### src/rtl/tx_medida_ascii.sv
`timescale 1ns/1ps
// tx_medida_ascii
//   Sends a 3-digit BCD distance as an ASCII string ("ddd#") on a 7O1 serial
//   line, LSB first. Non-decimal nibbles are sent as '?'.
//   Optional build macro TX_CRLF_EN appends CR LF after the '#'.
//
// Parameters:
//   DIV           clock cycles per serial bit (>= 2)
// Ports:
//   clock         system clock, rising edge
//   reset         asynchronous active-low reset
//   inicio        start request, honoured only while idle (OCIOSO)
//   dados         BCD measurement [11:8] hundreds, [7:4] tens, [3:0] units
//   saida_serial  serial line, idles high
//   pronto        one-cycle pulse after the last stop bit
//   ocupado       high while a string is being loaded/sent, including pronto
//   db_estado     FSM state code for debug display
module tx_medida_ascii #(
  parameter int unsigned DIV = 434
) (
  input  logic        clock,
  input  logic        reset,
  input  logic        inicio,
  input  logic [11:0] dados,
  output logic        saida_serial,
  output logic        pronto,
  output logic        ocupado,
  output logic [3:0]  db_estado
);

  localparam int unsigned TW = $clog2(DIV);
`ifdef TX_CRLF_EN
  localparam logic [2:0] ULTIMO = 3'd5;
`else
  localparam logic [2:0] ULTIMO = 3'd3;
`endif

  typedef enum logic [3:0] {
    OCIOSO    = 4'd0,
    CARREGA   = 4'd1,
    TRANSMITE = 4'd2,
    PROXIMO   = 4'd3,
    FIM       = 4'd4
  } estado_t;

  estado_t       estado, prox_estado;
  logic          pedido;
  logic [11:0]   medida;
  logic [TW-1:0] tick;
  logic [3:0]    bit_idx;
  logic [2:0]    char_idx;
  logic [6:0]    caractere;
  logic [9:0]    quadro;
  logic          fim_bit, fim_quadro, ultimo_char;

  function automatic logic [6:0] digito(input logic [3:0] n);
    return (n > 4'd9) ? 7'h3F : {3'b011, n};
  endfunction

  assign fim_bit     = (tick == TW'(DIV - 1));
  assign fim_quadro  = fim_bit && (bit_idx == 4'd9);
  assign ultimo_char = (char_idx == ULTIMO);

  always_ff @(posedge clock or negedge reset) begin
    if (!reset) estado <= OCIOSO;
    else        estado <= prox_estado;
  end

  // The start request is registered while idle, which gives the
  // inicio -> CARREGA -> start-bit latency of two edges.
  always_comb begin
    prox_estado = estado;
    case (estado)
      OCIOSO:    if (pedido) prox_estado = CARREGA;
      CARREGA:   prox_estado = TRANSMITE;
      TRANSMITE: if (fim_quadro && ultimo_char) prox_estado = FIM;
      PROXIMO:   prox_estado = TRANSMITE;
      FIM:       prox_estado = OCIOSO;
      default:   prox_estado = OCIOSO;
    endcase
  end

  // PROXIMO never holds a cycle: the character index advances on the
  // stop-bit wrap while staying in TRANSMITE, so frames abut with no gap.
  always_ff @(posedge clock or negedge reset) begin
    if (!reset) begin
      pedido   <= 1'b0;
      medida   <= '0;
      tick     <= '0;
      bit_idx  <= '0;
      char_idx <= '0;
    end else begin
      pedido <= inicio && (estado == OCIOSO);
      case (estado)
        CARREGA: begin
          medida   <= dados;
          tick     <= '0;
          bit_idx  <= '0;
          char_idx <= '0;
        end
        TRANSMITE: begin
          if (fim_bit) begin
            tick <= '0;
            if (bit_idx == 4'd9) begin
              bit_idx  <= '0;
              char_idx <= char_idx + 3'd1;
            end else begin
              bit_idx <= bit_idx + 4'd1;
            end
          end else begin
            tick <= tick + 1'b1;
          end
        end
        default: begin
          tick     <= '0;
          bit_idx  <= '0;
          char_idx <= '0;
        end
      endcase
    end
  end

  always_comb begin
    caractere = 7'h23;
    case (char_idx)
      3'd0:    caractere = digito(medida[11:8]);
      3'd1:    caractere = digito(medida[7:4]);
      3'd2:    caractere = digito(medida[3:0]);
      3'd3:    caractere = 7'h23;
`ifdef TX_CRLF_EN
      3'd4:    caractere = 7'h0D;
      3'd5:    caractere = 7'h0A;
`endif
      default: caractere = 7'h23;
    endcase
  end

  // stop, odd parity, data LSB first, start
  assign quadro = {1'b1, ~^caractere, caractere, 1'b0};

  always_comb begin
    saida_serial = 1'b1;
    pronto       = (estado == FIM);
    ocupado      = (estado != OCIOSO);
    db_estado    = estado;
    if (estado == TRANSMITE) saida_serial = quadro[bit_idx];
  end

endmodule

### config.mk
export PLATFORM = sky130hd
export DESIGN_NAME = tx_medida_ascii
export DESIGN_NICKNAME = d
export VERILOG_FILES = /design/src/rtl/tx_medida_ascii.sv
export SDC_FILE = /design/constraint.sdc
export NUM_CORES = 1
export LEC_CHECK = 0
export CORE_ASPECT_RATIO = 1.5
export CORE_MARGIN = 10
export CORE_UTILIZATION = 46
export DETAILED_ROUTE_END_ITERATION = 8
export PLACE_DENSITY = 0.65
export SLEW_MARGIN = 25
export SYNTH_ARGS = -nofsm -noshare
export SYNTH_HDL_FRONTEND = slang
export SYNTH_SLANG_ARGS = --single-unit
### constraint.sdc
create_clock -name clock -period 2.6 [get_ports clock]
set_clock_uncertainty 0.05 [all_clocks]
set_input_delay 0.52 -clock clock [delete_from_list [all_inputs] [get_ports clock]]
set_output_delay 0.52 -clock clock [all_outputs]
set_load 0.01 [all_outputs]
==> impl_metrics.py <==
metrics = {
    "logic_synthesis": {
        "synth_most_common_cell": "dfrtp_1",
        "ys_seq_area_frac": 0.461,
        "syn_nets": 192,
        "synthFlopType": "dfrtp_1",
        "synth_common_cells": "dfrtp_1 (32), nor2_1 (21), mux2_2 (12), nand2_1 (8), o21ai_0 (8)",
        "synth_area_per_cell_um2": 10.2,
        "synth_area_um2": 1740,
        "synth_edf_count": 0,
        "synth_area_leaders": "dfrtp_1 (46%), mux2_2 (7.8%), ha_1 (5.0%)",
        "yosysUniqueCellTypes": 37,
        "yosysWarnings": 0,
        "synth-seq-cells": 32,
        "synth_top_area_share": 0.461,
        "synth_cells": 170,
        "yosys.area.top_type": "dfrtp_1",
        "synthArstFlopShare": 1.00,
    },
    "die": {
        "die_y_um": 95.3,
        "row_count": 27,
        "ioPinCount": 22,
        "die_area_um2": 6690,
        "start_util": 0.476,
        "core_um2": 3650,
        "die_w_um": 70.2,
    },
    "finish": {
        "fill_cells": 332,
        "antenna_cells": 0,
        "drive_above_1_share": 0.208,
        "nNetsFinal": 228,
        "syn_to_final_growth_pct": 24.6,
    },
    "sta": {
        "rsz0062_at_grt": "true",
        "fmax_mhz": 368,
        "finalCritPeriodShare": 1.05,
        "setup_violations": 1,
        "hold_viol": 0,
        "finalCriticalPeriod_ns": 2.72,
        "fin_tns_setup_ns": -0.120,
        "post-route-worst-setup-slack_ns": -0.120,
        "slew_violations": 0,
    },
    "global_route": {
        "first_global_vias": 1471,
        "antenna_found_initial": 0,
        "overflow": 0,
        "grt_pass1_wl_um": 6850,
        "grt_max_degree": 33,
        "grt_usage": 0.127,
    },
    "worst_hold_path": {
        "hold_class": "reg2reg",
        "hp-start": "pedido$_DFF_PN0_",
    },
    "setup_path": {
        "cp_cell_sequence": "inv_2 > ha_2 > a222oi_1 > buf_4 > a21oi_1 > mux2i_1 > o22ai_1 > xnor2_1 > o211ai_1 > buf_2",
        "cp.required_ns": 2.03,
        "start_kind": "flop",
        "crit_path_end_kind": "output port",
        "crit_slowest_cell": "dfrtp_1",
        "reg2reg_depth": 5,
        "timing.rr.start": "tick[3]$_DFF_PN0_",
        "slowest_delay_ns": 0.39,
        "crit_type": "reg2out",
        "r2r_slack_ns": 0.62,
        "cp_data_arrival_time_ns": 2.15,
        "startpoint": "char_idx[0]$_DFFE_PN0P_",
        "rr_endpoint": "char_idx[0]$_DFFE_PN0P_",
        "crit_path_max_fanout": 3,
        "cp-endpoint": "saida_serial",
    },
    "job": {
        "maxCapViolations": 0,
    },
    "pwr": {
        "power_frac_comb": 0.167,
        "power_leakage_nw": 1.00,
        "power.switching_uw": 354,
        "power_per_cell_area_nw_per_um2": 578,
        "p_total_mw": 1.25,
        "power_frac_seq": 0.515,
        "internal-power_uw": 898,
        "p_clk_frac": 0.317,
        "p_sw_frac": 0.283,
        "ir_worst_vdd_mv": 0.504,
    },
    "placement": {
        "gp_congestion": 0.774,
        "detailed_place_hpwl_um": 2970,
        "portBuffers": 20,
    },
    "route": {
        "wirelength_um": 3820,
        "first_pass_iters": 5,
        "ant_nets": 0,
        "vias_per_cell": 5.34,
        "drtIter0Drc": 64,
        "drc": 0,
        "vias": 1335,
        "post_drt_wl_per_cell_um": 15.3,
    },
    "clocking": {
        "clk_path_buf_depth": 2,
        "clk_pin_slew_ns": 0.07,
        "tritoncts": "done",
        "cts.sinks": 32,
        "numCtsBuffers": 5,
        "cts-root-buf": "clkbuf_8",
        "clock_latency_ns": 0.28,
        "h-tree-depth": 2,
    },
    "run_status": {
        "violations": "setup timing",
        "outcome": "complete, but fails checks",
    },
}
-- power groups by stage --
stage	logic (mW)	clock network, mW	registers [mW]
5_1_grt	0.245	0.432	0.657
4_1_cts	0.213	0.411	0.645
3_5_place_dp	0.209	0	0.654
6_report	0.210	0.397	0.645
3_3_place_gp	0.198	0	0.647
2_1_floorplan	0.148	0	0.632
-- worst max-delay path: cells and delay by family, from the launching register on --
| kind | cells | cell delay, ns |
|---|---|---|
| adders and majority gates | 1 | 0.18 |
| DFF | 1 | 0.39 |
| muxes | 1 | 0.14 |
| AOI/OAI and AO/OA | 4 | 0.62 |
| xor gates and xnor gates | 1 | 0.15 |
| buffers and inverters | 3 | 0.38 |
-- cell usage in the layout (no fill, tap or decap), types with 5 or more instances in the layout --
| cell type | instances |
|---|---|
| dfrtp_1 | 32 |
| buf_4 | 14 |
| xnor2_1 | 7 |
| nand2_1 | 8 |
| o211ai_1 | 5 |
| clkdlybuf4s50_1 | 19 |
| nor2b_1 | 5 |
| a21o_1 | 6 |
| clkbuf_8 | 6 |
| mux2_2 | 12 |
| nand3_1 | 5 |
| xor2_1 | 5 |
| o21ai_0 | 8 |
| nor2_1 | 21 |
-- metal layers --
layer / track usage / vias up / wire length [um]
met1: 0.114 / 648 / 1360
met5: 0 / - / 0
met4: 0.0578 / 0 / 92
met2: 0.257 / 17 / 2270
met3: 0.0333 / 7 / 98
li1: - / 663 / -
-- per-stage QoR --
step / util / cell area (um2) / instances / worst slack [ns] / hold WS [ns]
5_1_grt: 0.594 / 2170 / 250 / -0.367 / 0.436
2_1_floorplan: - / 1740 / 170 / 0.263 / 0.174
3_3_place_gp: 0.563 / 2050 / 240 / -0.229 / 0.385
6_report: 0.594 / 2170 / 250 / -0.120 / 0.407
4_1_cts: 0.594 / 2170 / 250 / -0.109 / 0.415
3_5_place_dp: 0.563 / 2050 / 240 / -0.334 / 0.399
-- cell type report --
| class | count | area [um2] | area share |
|---|---|---|---|
| repair buffers | 34 | 300 | 0.139 |
| clock buffers | 7 | 86.3 | 0.0399 |
| clock inverters | 1 | 7.51 | 0.00347 |
| flip-flops and latches | 32 | 801 | 0.370 |
| multi-input cells | 127 | 895 | 0.413 |
| inverters | 6 | 22.5 | 0.0104 |
| well taps | 43 | 53.8 | 0.0248 |
-- how the worst min path moves through the flow --
stage | endpoint | slack, ns | depth (start not counted)
finish | db_estado[0]$_DFFE_PN0P_ | 0.41 | 1
CTS | db_estado[0]$_DFFE_PN0P_ | 0.41 | 1
global placement | db_estado[0]$_DFFE_PN0P_ | 0.39 | 1
global route | db_estado[0]$_DFFE_PN0P_ | 0.44 | 1
detailed placement | db_estado[0]$_DFFE_PN0P_ | 0.40 | 1
floorplan | bit_idx[0]$_DFFE_PN0P_ | 0.17 | 0
-- logic make-up (layout without fill, tap and decap cells) --
family,after synthesis,after routing,synth area share
compound gates,33,33,0.130
xor+xnor,12,12,0.0605
fa+ha+maj,7,7,0.0504
buf+inv,11,48,0.0288
flops,32,32,0.461
mux,13,13,0.0835
other cells,1,1,0.00216
simple gates,61,61,0.184
-- sequential cells by signal (all words and copies together), names as in the netlist --
register / count
db_estado: 3
medida: 12
tick: 9
pedido: 1
bit_idx: 4
char_idx: 3
-- what timing repair did --
item / CTS / global route
pin swaps: 7 / 0
cloned: 0 / 0
gates resized for setup: 8 / 1
setup endpoints to repair: 1 / 1
hold buffers: 0 / 0
setup buffers: 2 / 0
(Power assumes the default switching activity.)
